[src/rtl/i2c_slave.sv]
// i2c_slave: I2C target with a fixed 7-bit address that receives write bytes and transmits read bytes
module i2c_slave #(
  parameter logic [6:0] SLAVE_ADDR = 7'h50
) (
  input  logic       clk,
  input  logic       rst,
  input  logic       scl_in,
  input  logic       sda_in,
  output logic       sda_oe,
  output logic [7:0] rx_data,
  output logic       rx_valid,
  input  logic [7:0] tx_data,
  output logic       tx_load,
  output logic       busy
);
  typedef enum logic [2:0] {IDLE, ADDR, ADDR_ACK, RX, RX_ACK, TX, TX_ACK} state_t;
  state_t     state_q, state_d;
  logic [2:0] scl_q, sda_q;
  logic [2:0] cnt_q, cnt_d;
  logic       full_q, full_d;
  logic [7:0] shreg_q, shreg_d;
  logic       sda_oe_q, sda_oe_d;
  logic [7:0] rx_data_q, rx_data_d;
  logic       rx_valid_q, rx_valid_d;
  logic       tx_load_q, tx_load_d;
  logic       busy_q, busy_d;
  logic       scl_r, scl_f, start_ev, stop_ev;
  logic [7:0] byte_in;
  // two-flop synchronisers plus one delay flop per line; idle bus level is high
  always_ff @(posedge clk) begin
    if (rst) begin
      scl_q <= 3'b111;
      sda_q <= 3'b111;
    end else begin
      scl_q <= {scl_q[1:0], scl_in};
      sda_q <= {sda_q[1:0], sda_in};
    end
  end
  assign scl_r    = scl_q[1] & ~scl_q[2];
  assign scl_f    = ~scl_q[1] & scl_q[2];
  assign start_ev = scl_q[1] & scl_q[2] & ~sda_q[1] & sda_q[2];
  assign stop_ev  = scl_q[1] & scl_q[2] & sda_q[1] & ~sda_q[2];
  assign byte_in  = {shreg_q[6:0], sda_q[1]};
  // protocol state and output registers
  always_ff @(posedge clk) begin
    if (rst) begin
      state_q    <= IDLE;
      cnt_q      <= '0;
      full_q     <= 1'b0;
      shreg_q    <= '0;
      sda_oe_q   <= 1'b0;
      rx_data_q  <= '0;
      rx_valid_q <= 1'b0;
      tx_load_q  <= 1'b0;
      busy_q     <= 1'b0;
    end else begin
      state_q    <= state_d;
      cnt_q      <= cnt_d;
      full_q     <= full_d;
      shreg_q    <= shreg_d;
      sda_oe_q   <= sda_oe_d;
      rx_data_q  <= rx_data_d;
      rx_valid_q <= rx_valid_d;
      tx_load_q  <= tx_load_d;
      busy_q     <= busy_d;
    end
  end
  // next-state: START/STOP override bit handling; bits sampled on SCL rise, SDA driven on SCL fall
  always_comb begin
    state_d    = state_q;
    cnt_d      = cnt_q;
    full_d     = full_q;
    shreg_d    = shreg_q;
    sda_oe_d   = sda_oe_q;
    rx_data_d  = rx_data_q;
    rx_valid_d = 1'b0;
    tx_load_d  = 1'b0;
    busy_d     = busy_q;
    if (start_ev) begin
      state_d  = ADDR;
      cnt_d    = '0;
      full_d   = 1'b0;
      sda_oe_d = 1'b0;
      busy_d   = 1'b1;
    end else if (stop_ev) begin
      state_d  = IDLE;
      cnt_d    = '0;
      full_d   = 1'b0;
      sda_oe_d = 1'b0;
      busy_d   = 1'b0;
    end else begin
      case (state_q)
        ADDR: begin
          if (scl_r && !full_q) begin
            shreg_d = byte_in;
            cnt_d   = cnt_q + 3'd1;
            full_d  = &cnt_q;
          end else if (scl_f && full_q) begin
            full_d = 1'b0;
            if (shreg_q[7:1] == SLAVE_ADDR) begin
              sda_oe_d = 1'b1;
              state_d  = ADDR_ACK;
            end else begin
              state_d = IDLE;
              busy_d  = 1'b0;
            end
          end
        end
        ADDR_ACK: begin
          if (scl_f && shreg_q[0]) begin
            tx_load_d = 1'b1;
            shreg_d   = tx_data;
            sda_oe_d  = ~tx_data[7];
            cnt_d     = '0;
            state_d   = TX;
          end else if (scl_f) begin
            sda_oe_d = 1'b0;
            state_d  = RX;
          end
        end
        RX: begin
          if (scl_r && !full_q) begin
            shreg_d    = byte_in;
            cnt_d      = cnt_q + 3'd1;
            full_d     = &cnt_q;
            rx_valid_d = &cnt_q;
            rx_data_d  = &cnt_q ? byte_in : rx_data_q;
          end else if (scl_f && full_q) begin
            full_d   = 1'b0;
            sda_oe_d = 1'b1;
            state_d  = RX_ACK;
          end
        end
        RX_ACK: begin
          if (scl_f) begin
            sda_oe_d = 1'b0;
            state_d  = RX;
          end
        end
        TX: begin
          if (scl_f && &cnt_q) begin
            sda_oe_d = 1'b0;
            cnt_d    = '0;
            state_d  = TX_ACK;
          end else if (scl_f) begin
            shreg_d  = {shreg_q[6:0], 1'b0};
            sda_oe_d = ~shreg_q[6];
            cnt_d    = cnt_q + 3'd1;
          end
        end
        TX_ACK: begin
          if (scl_r && sda_q[1]) begin
            state_d = IDLE;
          end else if (scl_f) begin
            tx_load_d = 1'b1;
            shreg_d   = tx_data;
            sda_oe_d  = ~tx_data[7];
            state_d   = TX;
          end
        end
        default: ;
      endcase
    end
  end
  assign sda_oe   = sda_oe_q;
  assign rx_data  = rx_data_q;
  assign rx_valid = rx_valid_q;
  assign tx_load  = tx_load_q;
  assign busy     = busy_q;
endmodule

[config.mk]
export PLATFORM = sky130hd
export DESIGN_NAME = i2c_slave
export DESIGN_NICKNAME = d
export VERILOG_FILES = /design/src/rtl/i2c_slave.sv
export SDC_FILE = /design/constraint.sdc
export NUM_CORES = 1
export LEC_CHECK = 0
export CAP_MARGIN = 10
export CORE_ASPECT_RATIO = 0.5
export CORE_MARGIN = 2
export CORE_UTILIZATION = 58
export DETAILED_ROUTE_END_ITERATION = 12
export PLACE_DENSITY_LB_ADDON = 0.12
export SYNTH_ARGS = -nofsm -noshare
export SYNTH_HDL_FRONTEND = slang
export SYNTH_SLANG_ARGS = --single-unit
[constraint.sdc]
create_clock -name clk -period 3.56 [get_ports clk]
set_clock_uncertainty 0.1 [all_clocks]
set_input_delay 0.534 -clock clk [delete_from_list [all_inputs] [get_ports clk]]
set_output_delay 0.534 -clock clk [all_outputs]
set_load 0.005 [all_outputs]
Word-level counts from Yosys, hierarchy flattened
Index checks and enable logic that the tools add are counted.

storage, ports and cells
  register bits = 33
  input port bits = 12
  output and inout port bits = 12

operators by class
  add/sub/neg operators = 1
  equality and inequality tests = 29
  mux-type cells = 49
  bitwise logic cells = 17
  reductions and logical operators = 25

operator list
  kind                number
  $mux 8              6
  $mux 3              13
  $pmux 8 s4          1
  $mux 1              24
  $ne 2x2->1 const B  11
  $reduce_and 7->1    3
  $ne 4x4->1 const B  5
  $pmux 3 s6          1
  $reduce_and 9->1    2
  $ne 3x3->1 const B  4
  $not 1->1           10
  $eq 3x3->1 const B  3
  $pmux 3 s3          1
  $reduce_bool 3->1   3
  $reduce_and 4->1    2
  $reduce_bool 8->1   1
  $and 1x1->1         7
  $eq 7x7->1 const B  1
  $eq 3x2->1 const B  2
  $pmux 1 s6          1
  $reduce_bool 6->1   1
  $logic_and 1x1->1   5
  $ne 5x5->1 const B  1
  $reduce_or 5->1     1
  other kinds (12)    12

Logic depth before layout (Yosys ltp)
Gate-level depths: netlist (run 1).

  depth in word-level cells = 8
  gate-level depth with buffers = 8
  mapped depth without buffers = 7

Worst setup path before layout (run 1)
OpenSTA, ideal clock, no wires.

  kind = register to register
  from = reg cnt_q[0]
  to = reg shreg_q[6]
  setup time = 0.079 ns
  data arrival time = 1.797 ns
  required time = 3.381 ns
  path slack = 1.584 ns
  stages on the path, launching flop included = 9
  buffers on the path = 1
  cell sequence = dfxtp_1 -> ha_1 -> ha_1 -> nor3b_1 -> o22ai_1 -> a221oi_4 -> buf_6 -> nor2_1 -> a211oi_2

on the way
  cells in the longest elaborated chain, start to end = 4

RTL lines
  element                            RTL line  source
  from (decl)                        19        logic [2:0] cnt_q, cnt_d;
  from (signal assigned)             58        cnt_q <= cnt_d;
  $reduce_and 3->1                   141       if (scl_f && &cnt_q) begin
  $logic_and 1x1->1                  141
  $ne 2x2->1 (no source line)        --
  $reduce_and 9->1 (no source line)  --
  to (signal assigned)               60        shreg_q <= shreg_d;
  to (decl)                          21        logic [7:0] shreg_q, shreg_d;

No other way between the ends.
A chain may end at the register's enable or synchronous reset.

Worst setup path in the final report (run 1)
  from = reg state_q[2]
  to = reg shreg_q[2]

on the way
  cells in the longest elaborated chain, start to end = 4
  elaborated cells between the ends (all ways) = 15
  classes of those cells = 11 x eq/ne; 1 x mux; 3 x reduce/logical

RTL lines
  element                                                           RTL line  source
  from (decl)                                                       17        state_t state_q, state_d;
  from (signal assigned)                                            57        state_q <= state_d;
  $eq 3x2->1 or $eq 3x1->1 (tied branches)                          92        case (state_q)
  $reduce_or 2->1 (no source line)                                  --
  $reduce_bool 4->1 (no source line) or $ne 2x1->1 (tied branches)  --
  $reduce_and 9->1 (no source line)                                 --

Several ways; a longest one is shown, not always the timed one.

==> results.toml, run 1 <==
[timing]
setup_tns_ps = 0
rsz0062_at_grt = "false"
finalCritPeriodShare_pct = 70.4
setup_violations = 0
fmax_mhz = 399
worstMarginPinSlew_ps = 767
fin_crit_ps = 2510
relSlewSlack_pct = 48.8
hold_viol_final = 0
finalMaxSlewViolations = 0

[place]
dp_hpwl_um = 2780
dp_cells = 243
port-buffer-count = 23
gp_congestion = 0.946

[layout]
mostFrequentLayoutCells = "dfxtp_1 (33), nor2_1 (24), clkdlybuf4s50_1 (23), mux2i_1 (19), a211oi_1 (9)"
drive_above_1_share_pct = 10.4
final_cells = 251
final_util_pct = 71.1
final_common_cell = "dfxtp_1"
n_antenna_cell = 0
area_delta_synth_final_pct = 19.2
final_nets = 224

[drt]
viasPerCell = 6.13
drtIter0Drc = 192
final_antenna_net_count = 0
wire_per_inst_um = 16.3
drt-total-wl_um = 4100
vias = 1539
drcViolationCount = 0
dr.pass1.iters = 4

[clock_network]
clk_latency_ps = 290
cts_hold_buffers = 0
h-tree-depth = 2
clock_sinks = 33
cts.repair.resized = 0
path_clk_slew_ps = 70
cts_tree = "yes"
cts_root_buf = "clkbuf_8"
numCtsBuffers = 5
cts_setup_buffers = 0
cts_max_path_buffers = 2

[power_and_ir_drop]
comb_power_share_pct = 7.2
pwr-share-seq_pct = 46.7
power_uw = 820
p_clk_share_pct = 46.1
p_per_area_nw_per_um2 = 392
p_int_uw = 632
switching_share_pct = 23.0
irDropWorstVdd_v = 0.000233
p_sw_uw = 188
leakage_nw = 0.779

[critical_path]
start_kind = "flip-flop"
required_ps = 3660
startpoint = "state_q[2]$_SDFFE_PP0P_"
cp.arrival_ps = 2610
path_class = "flip-flop to flip-flop"
cp_max_fo = 22
cp-end-kind = "flip-flop"
reg2reg_from = "state_q[2]$_SDFFE_PP0P_"

[logic_synthesis]
synth_seq_cells = 33
syn_nets = 206
synth-main-ff-cell = "dfxtp_1"
seq_area_frac_synth_pct = 37.6
synth_edf_count = 0
syn_inst = 192
ys_types = 46
avgSynthCellArea_um2 = 9.14
async_flop_share_pct = 0
syn-cell-area_um2 = 1760
yosysWarnings = 0

[die]
initial_core_util_pct = 59.7
fp-row-count = 14
die_x_um = 81.8
core_region_area_um2 = 2940
dieArea_um2 = 3510
pin_count = 24
die_y_um = 42.9

[min_path]
hold_start = "scl_q[0]$_SDFF_PP1_"
min_path_type = "flip-flop to flip-flop"

[global_route]
grt_pass1_wl_um = 6850
grt_pass1_vias = 1395
overflow = 0
track_usage_pct = 26.2
grt_max_degree = 23
antenna_found_initial = 0

[job]
drv_cap = 0

[outcome]
outcome = "complete, no violations"
## synth_stat cells (all sizes together) (3+ instances only)
cell type,instances,area (µm²)
a211oi,11,92.6
o21ai,10,57.6
nand2,4,15.0
o32ai,3,26.3
mux2i,19,190
and3b,3,26.3
clkbuf,6,22.5
dfxtp,33,661
nor3,3,15.0
a21oi,6,30.0
nand3,4,20.0
nand2b,6,37.5
inv,3,11.3
and3,3,18.8
a22oi,3,22.5
nor2,24,90.1
or2,7,43.8
nor3b,4,30.0
buf,7,48.8
## cells by family after synthesis
group,synth area share [%]
and+or+nand+nor,24.2
AOI/OAI and AO/OA,20.7
DFF,37.6
muxes,10.8
buffers and inverters,4.70
adders and majority gates,1.43
xor gates and xnor gates,0.499
## final cells by class
cell class	count	area, µm²
clock inverters	2	37.5
multi-input cells	143	1010
repair buffers	24	238
fillers	233	851
inverters	3	11.3
well taps	40	50.0
clock buffers	6	82.6
flip-flops and latches	33	661
## power by group through the flow
stage | combinational [mW] | sequential [mW] | clock (mW)
floorplan | 0.0415 | 0.385 | 0
global route | 0.0647 | 0.384 | 0.396
global placement | 0.0575 | 0.391 | 0
finish | 0.0593 | 0.383 | 0.377
detailed placement | 0.0587 | 0.391 | 0
CTS | 0.0590 | 0.383 | 0.383
## worst paths after layout
| path | end | slack (ps) | cells past startpoint |
|---|---|---|---|
| setup / recovery | shreg_q[2]$_SDFFE_PP0P_ | 1050 | 5 |
| hold reg to reg | scl_q[1]$_SDFF_PP1_ | 310 | 1 |
| hold / removal | scl_q[1]$_SDFF_PP1_ | 310 | 1 |
| setup reg to reg | shreg_q[2]$_SDFFE_PP0P_ | 1050 | 5 |
## worst max-delay path, stage by stage (launching register included)
cell and delay, ps:
dfxtp_1 820, nor2b_1 380, o21ai_2 130, a221oi_4 650, nor2_1 90, a211oi_1 240
## sequential cells by signal (all words and copies together), names as in the netlist
register and count:
sda_q 3, cnt_q 3, state_q 3, tx_load 1
sda_oe 1, shreg_q 8, scl_q 3, rx_valid 1
busy 1, rx_data 8, full_q 1
## metal layers
| metal | up-vias | global-route usage (%) | wire length, µm |
|---|---|---|---|
| met5 | - | 0 | 0 |
| met4 | 0 | 6.00 | 34 |
| met3 | 3 | 7.23 | 346 |
| met2 | 60 | 38.9 | 1790 |
| met1 | 738 | 37.9 | 1930 |
| li1 | 738 | - | - |
## through the flow
step	setup WS [ps]	hold WS, ps	instance area (µm²)
3_3_place_gp	1180	295	1970
6_report	1050	313	2090
3_5_place_dp	1100	297	1970
4_1_cts	1080	313	2090
5_1_grt	865	329	2090
2_1_floorplan	1580	289	1760
Power figures use the tool's default switching activity.
==> inputs of run 2 (changes only) <==
Settings changed: CORE_UTILIZATION 58 to 49.
Clock period 3.56 ns to 2.22 ns, I/O delays scaled along.
==> run 2 against run 1 <==
Flip-flop and latch count is the same. Worst setup slack got worse by 900 ps. Sequential power increased by 60%. Sequential share of layout area down 1.3 points. Global-route usage is 4.2 points lower. Critical path type unchanged. Cell area is 4.2% higher. Power rose by 59%. First-iteration DRC count down 44%. Critical path depth up 3. Largest cell class unchanged. Register-to-register slack worse by 900 ps. Via count increased by 0.26%.
==> results.toml, run 2 (synthesis results as in run 1) <==
[layout]
drive_above_1_share_pct = 14.5
final_util_pct = 63.5
final_common_cell = "dfxtp_1"
stdcell_area_um2 = 2180
area_delta_synth_final_pct = 24.2
final_nets = 234
mostFrequentLayoutCells = "dfxtp_1 (33), nor2_1 (24), clkdlybuf4s50_1 (23), mux2i_1 (19), buf_4 (10)"
n_antenna_cell = 0
final_cells = 272

[critical_path]
cp-end-kind = "flip-flop"
cp_max_fo = 16
crit_top_cell = "ha_1"
slowest_stage = "dfxtp_1"
start_kind = "flip-flop"
regToRegSetupSlack_ps = 160
path_class = "flip-flop to flip-flop"
cp.arrival_ps = 2170
max_stage_delay_ps = 330
required_ps = 2330
crit_path_cell_trace = "ha_1, ha_1, nor3b_1, o22ai_1, a221oi_4, buf_6, nor2_1, a211oi_1"

[die]
initial_core_util_pct = 51.1
dieArea_um2 = 4110
die_x_um = 88.6
core_region_area_um2 = 3430
pin_count = 24
fp-row-count = 15
die_y_um = 46.3

[global_route]
grt_max_degree = 22
use_met1_pct = 30.4
grt_pass1_wl_um = 6560
use_met3_pct = 8.78
grt_util_met2_pct = 31.6
track_usage_pct = 22.1
grt_pass1_vias = 1351
overflow = 0
antenna_found_initial = 0
grt_busiest_layer = "met2"

[clock_network]
cts_tree = "yes"
clk_latency_ps = 300
path_clk_slew_ps = 70
numCtsBuffers = 5
cts_max_path_buffers = 2
cts_root_buf = "clkbuf_8"
h-tree-depth = 2
clock_sinks = 33
cts_hold_buffers = 0

[place]
dp_hpwl_um = 2990
dp_cells = 264
pre_cts_slack_ps = 115
placed_area_um2 = 2060
port-buffer-count = 23
gp_congestion = 0.880

[drt]
final_antenna_net_count = 0
drtIter0Drc = 107
wire_per_inst_um = 15.4
drcViolationCount = 0
viasPerCell = 5.67
dr.pass1.iters = 4
drt-total-wl_um = 4200
vias = 1543

[timing]
worstMarginPinSlew_ps = 499
setup_violations = 0
fin_crit_ps = 2060
relSlewSlack_pct = 66.7
setup_ws_ps = 155
fmax_mhz = 484
rsz0062_at_grt = "false"
hold_viol_final = 0
setup_tns_ps = 0
finalMaxSlewViolations = 0
finalCritPeriodShare_pct = 93.0

[power_and_ir_drop]
leakage_nw = 0.826
irDropWorstVdd_v = 0.000540
p_per_area_nw_per_um2 = 598

[outcome]
outcome = "complete, no violations"

[job]
drv_cap = 0

[min_path]
min_path_type = "flip-flop to flip-flop"
[run 2: cell types whose count changed in the layout (fill, tap and decap cells not counted), sizes merged]
| cell | delta |
|---|---|
| clkinv | +1 |
| buf | +10 |
| clkbuf | -1 |
[run 2: repair_timing]
action                     CTS  global route
setup endpoints to repair    0             4
buffers inserted             0             0
resized for setup            0             1
[run 2: area by class of cell]
class	instances	area, µm²
clock buffer	5	68.8
clock inverter	3	46.3
fill	293	1250
inverter	3	11.3
multi-input combinational	143	1010
sequential	33	661
tap	51	63.8
timing repair buffer	34	317
[run 2: path summary, 6_finish.rpt]
path                                             from                 endpoint  depth (start not counted)
worst max-delay path            cnt_q[0]$_SDFFE_PP0P_  shreg_q[7]$_SDFFE_PP0P_                          8
worst min-delay path              sda_q[0]$_SDFF_PP1_      sda_q[1]$_SDFF_PP1_                          1
worst max register to register  cnt_q[0]$_SDFFE_PP0P_  shreg_q[7]$_SDFFE_PP0P_                          8
worst min register to register    sda_q[0]$_SDFF_PP1_      sda_q[1]$_SDFF_PP1_                          1
[run 2: report_power, final]
group	internal, mW	total, mW	switching, mW
combinational	0.0530	0.101	0.0481
clock	0.336	0.589	0.253
sequential	0.599	0.612	0.0129
[run 2: through the flow]
step	hold slack [ps]	power [mW]
2_1_floorplan	289	0.685
3_3_place_gp	293	0.725
3_5_place_dp	296	0.726
4_1_cts	314	1.31
5_1_grt	327	1.34
6_report	316	1.30
[run 2: worst max-delay path: cells and delay by family (launching register included)]
| kind | cells | cell delay (ps) |
|---|---|---|
| and+or+nand+nor | 2 | 240 |
| DFF | 1 | 330 |
| buffers and inverters | 1 | 200 |
| adders and majority gates | 2 | 430 |
| AOI/OAI and AO/OA | 3 | 680 |
[run 2: layer usage]
metal / vias to the layer above / wire (µm)
met1: 725 / 2160
met5: - / 0
li1: 763 / -
met2: 47 / 1740
met4: 0 / 48
met3: 8 / 250
==> inputs of run 3 (changes only) <==
Settings changed: ABC_AREA set to 0, CELL_PAD_IN_SITES_DETAIL_PLACEMENT set to 0, CELL_PAD_IN_SITES_GLOBAL_PLACEMENT set to 1, CORE_MARGIN 2 to 3, CORE_UTILIZATION 49 to 37.
==> run 3 against run 2 <==
Non-clock buffer count is the same. Via count shrank 4.1%. Sequential power about the same. Register-to-register slack barely moved. Maximum frequency rose by 0.38%. Hold slack worse by 6.4 ps. Critical path depth is the same. Clock-buffer cell count increased by 1. Wire length rose by 3.5%. Clock power grew 3.7%. Cell area is 1.2% higher. Critical endpoint is now shreg_q[4]$_SDFFE_PP0P_. Largest power group unchanged.
==> results.toml, run 3 (synthesis results as in run 1) <==
[outcome]
outcome = "complete, no violations"

[drt]
vias = 1479
drtIter0Drc = 65
wire_per_inst_um = 15.1
viasPerCell = 5.15
dr.pass1.iters = 4
final_antenna_net_count = 0
drt-total-wl_um = 4350
drcViolationCount = 0

[layout]
drive_above_1_share_pct = 15.4
multi_input_area_um2 = 1010
final_nets = 234
n_antenna_cell = 0
seqCellArea_um2 = 663
area_delta_synth_final_pct = 25.7
final_util_pct = 49.1
final_common_cell = "dfxtp_1"
fillers = 443
mostFrequentLayoutCells = "dfxtp_1 (31), nor2_1 (24), clkdlybuf4s50_1 (23), mux2i_1 (19), buf_4 (10)"

[global_route]
grt_max_degree = 21
antenna_found_initial = 0
overflow = 0
grt_pass1_vias = 1375
grt_pass1_wl_um = 7120
track_usage_pct = 17.0

[die]
dieArea_um2 = 5660
die_x_um = 103
die_y_um = 54.7
fp-row-count = 17
initial_core_util_pct = 39.1
pin_count = 24
core_region_area_um2 = 4490

[place]
port-buffer-count = 23
pre_cts_slack_ps = 150
dp_hpwl_um = 3070
gp_congestion = 0.850

[power_and_ir_drop]
p_per_area_nw_per_um2 = 602
irDropWorstVdd_v = 0.000271
power_mw = 1.33
leakage_nw = 0.829

[clock_network]
numCtsBuffers = 5
h-tree-depth = 2
clock_sinks = 33
cts_setup_buffers = 0
cts_root_buf = "clkbuf_8"
cts_tree = "yes"
clk_latency_ps = 290
cts_max_path_buffers = 2
path_clk_slew_ps = 70

[timing]
worstMarginPinSlew_ps = 496
hold_viol_final = 0
setup_ws_ps = 163
setup_tns_ps = 0
rsz0062_at_grt = "false"
setup_violations = 0
relSlewSlack_pct = 66.9
fmax_mhz = 486
fin_crit_ps = 2060
finalCritPeriodShare_pct = 92.7
finalMaxSlewViolations = 0

[min_path]
min_path_type = "flip-flop to flip-flop"

[job]
drv_cap = 0

[critical_path]
cp-end-kind = "flip-flop"
start_kind = "flip-flop"
path_class = "flip-flop to flip-flop"
cp_max_fo = 16
required_ps = 2320
cp.arrival_ps = 2160
[run 3: path summary, 6_finish.rpt]
check / startpoint / slack [ps] / cells after the start / to
max: cnt_q[0]$_SDFFE_PP0P_ / 160 / 8 / shreg_q[4]$_SDFFE_PP0P_
min: scl_q[0]$_SDFF_PP1_ / 310 / 1 / scl_q[1]$_SDFF_PP1_
max reg2reg: cnt_q[0]$_SDFFE_PP0P_ / 160 / 8 / shreg_q[4]$_SDFFE_PP0P_
min reg2reg: scl_q[0]$_SDFF_PP1_ / 310 / 1 / scl_q[1]$_SDFF_PP1_
[run 3: power breakdown]
part           internal (mW)  switching (mW)  leakage (nW)
registers              0.599          0.0113         0.267
clock network          0.365           0.246        0.0574
logic                 0.0565          0.0510         0.504
total                   1.02           0.308         0.829
[run 3: cell type report]
type,instances,area share [%]
clock buffer,6,3.74
clock inverter,2,1.70
inverter,3,0.510
multi-input combinational,143,45.9
sequential,33,30.1
tap,66,3.74
timing repair buffer,34,14.4
[run 3: per-layer routing]
| metal | global-route usage (%) | vias to the layer above | wire (µm) | share of wire [%] |
|---|---|---|---|---|
| met5 | 0 | - | 0 | 0 |
| met4 | 5.16 | 0 | 12 | 0.28 |
| met3 | 5.47 | 2 | 196 | 4.5 |
| met2 | 23.4 | 30 | 1760 | 40 |
| met1 | 24.7 | 690 | 2380 | 55 |
| li1 | - | 757 | - | - |
[run 3: stage by stage]
| stage | hold slack (ps) | instances | instance area, µm² |
|---|---|---|---|
| 2_1_floorplan | 289 | 192 | 1760 |
| 3_3_place_gp | 291 | 279 | 2080 |
| 3_5_place_dp | 293 | 279 | 2080 |
| 4_1_cts | 311 | 287 | 2200 |
| 5_1_grt | 324 | 287 | 2210 |
| 6_report | 309 | 287 | 2210 |
[run 3: repair_timing]
action,4_1_cts,5_1_grt
setup endpoints to repair,0,3
resized for setup,0,3
hold buffers,0,0
[run 3: worst max-delay path, stage by stage (launching register included)]
cell and delay [ps]:
dfxtp_1 330, ha_1 210, ha_1 220, nor3b_1 190, o22ai_1 140, a221oi_4 320, buf_6 200, nor2_1 50
a211oi_1 210
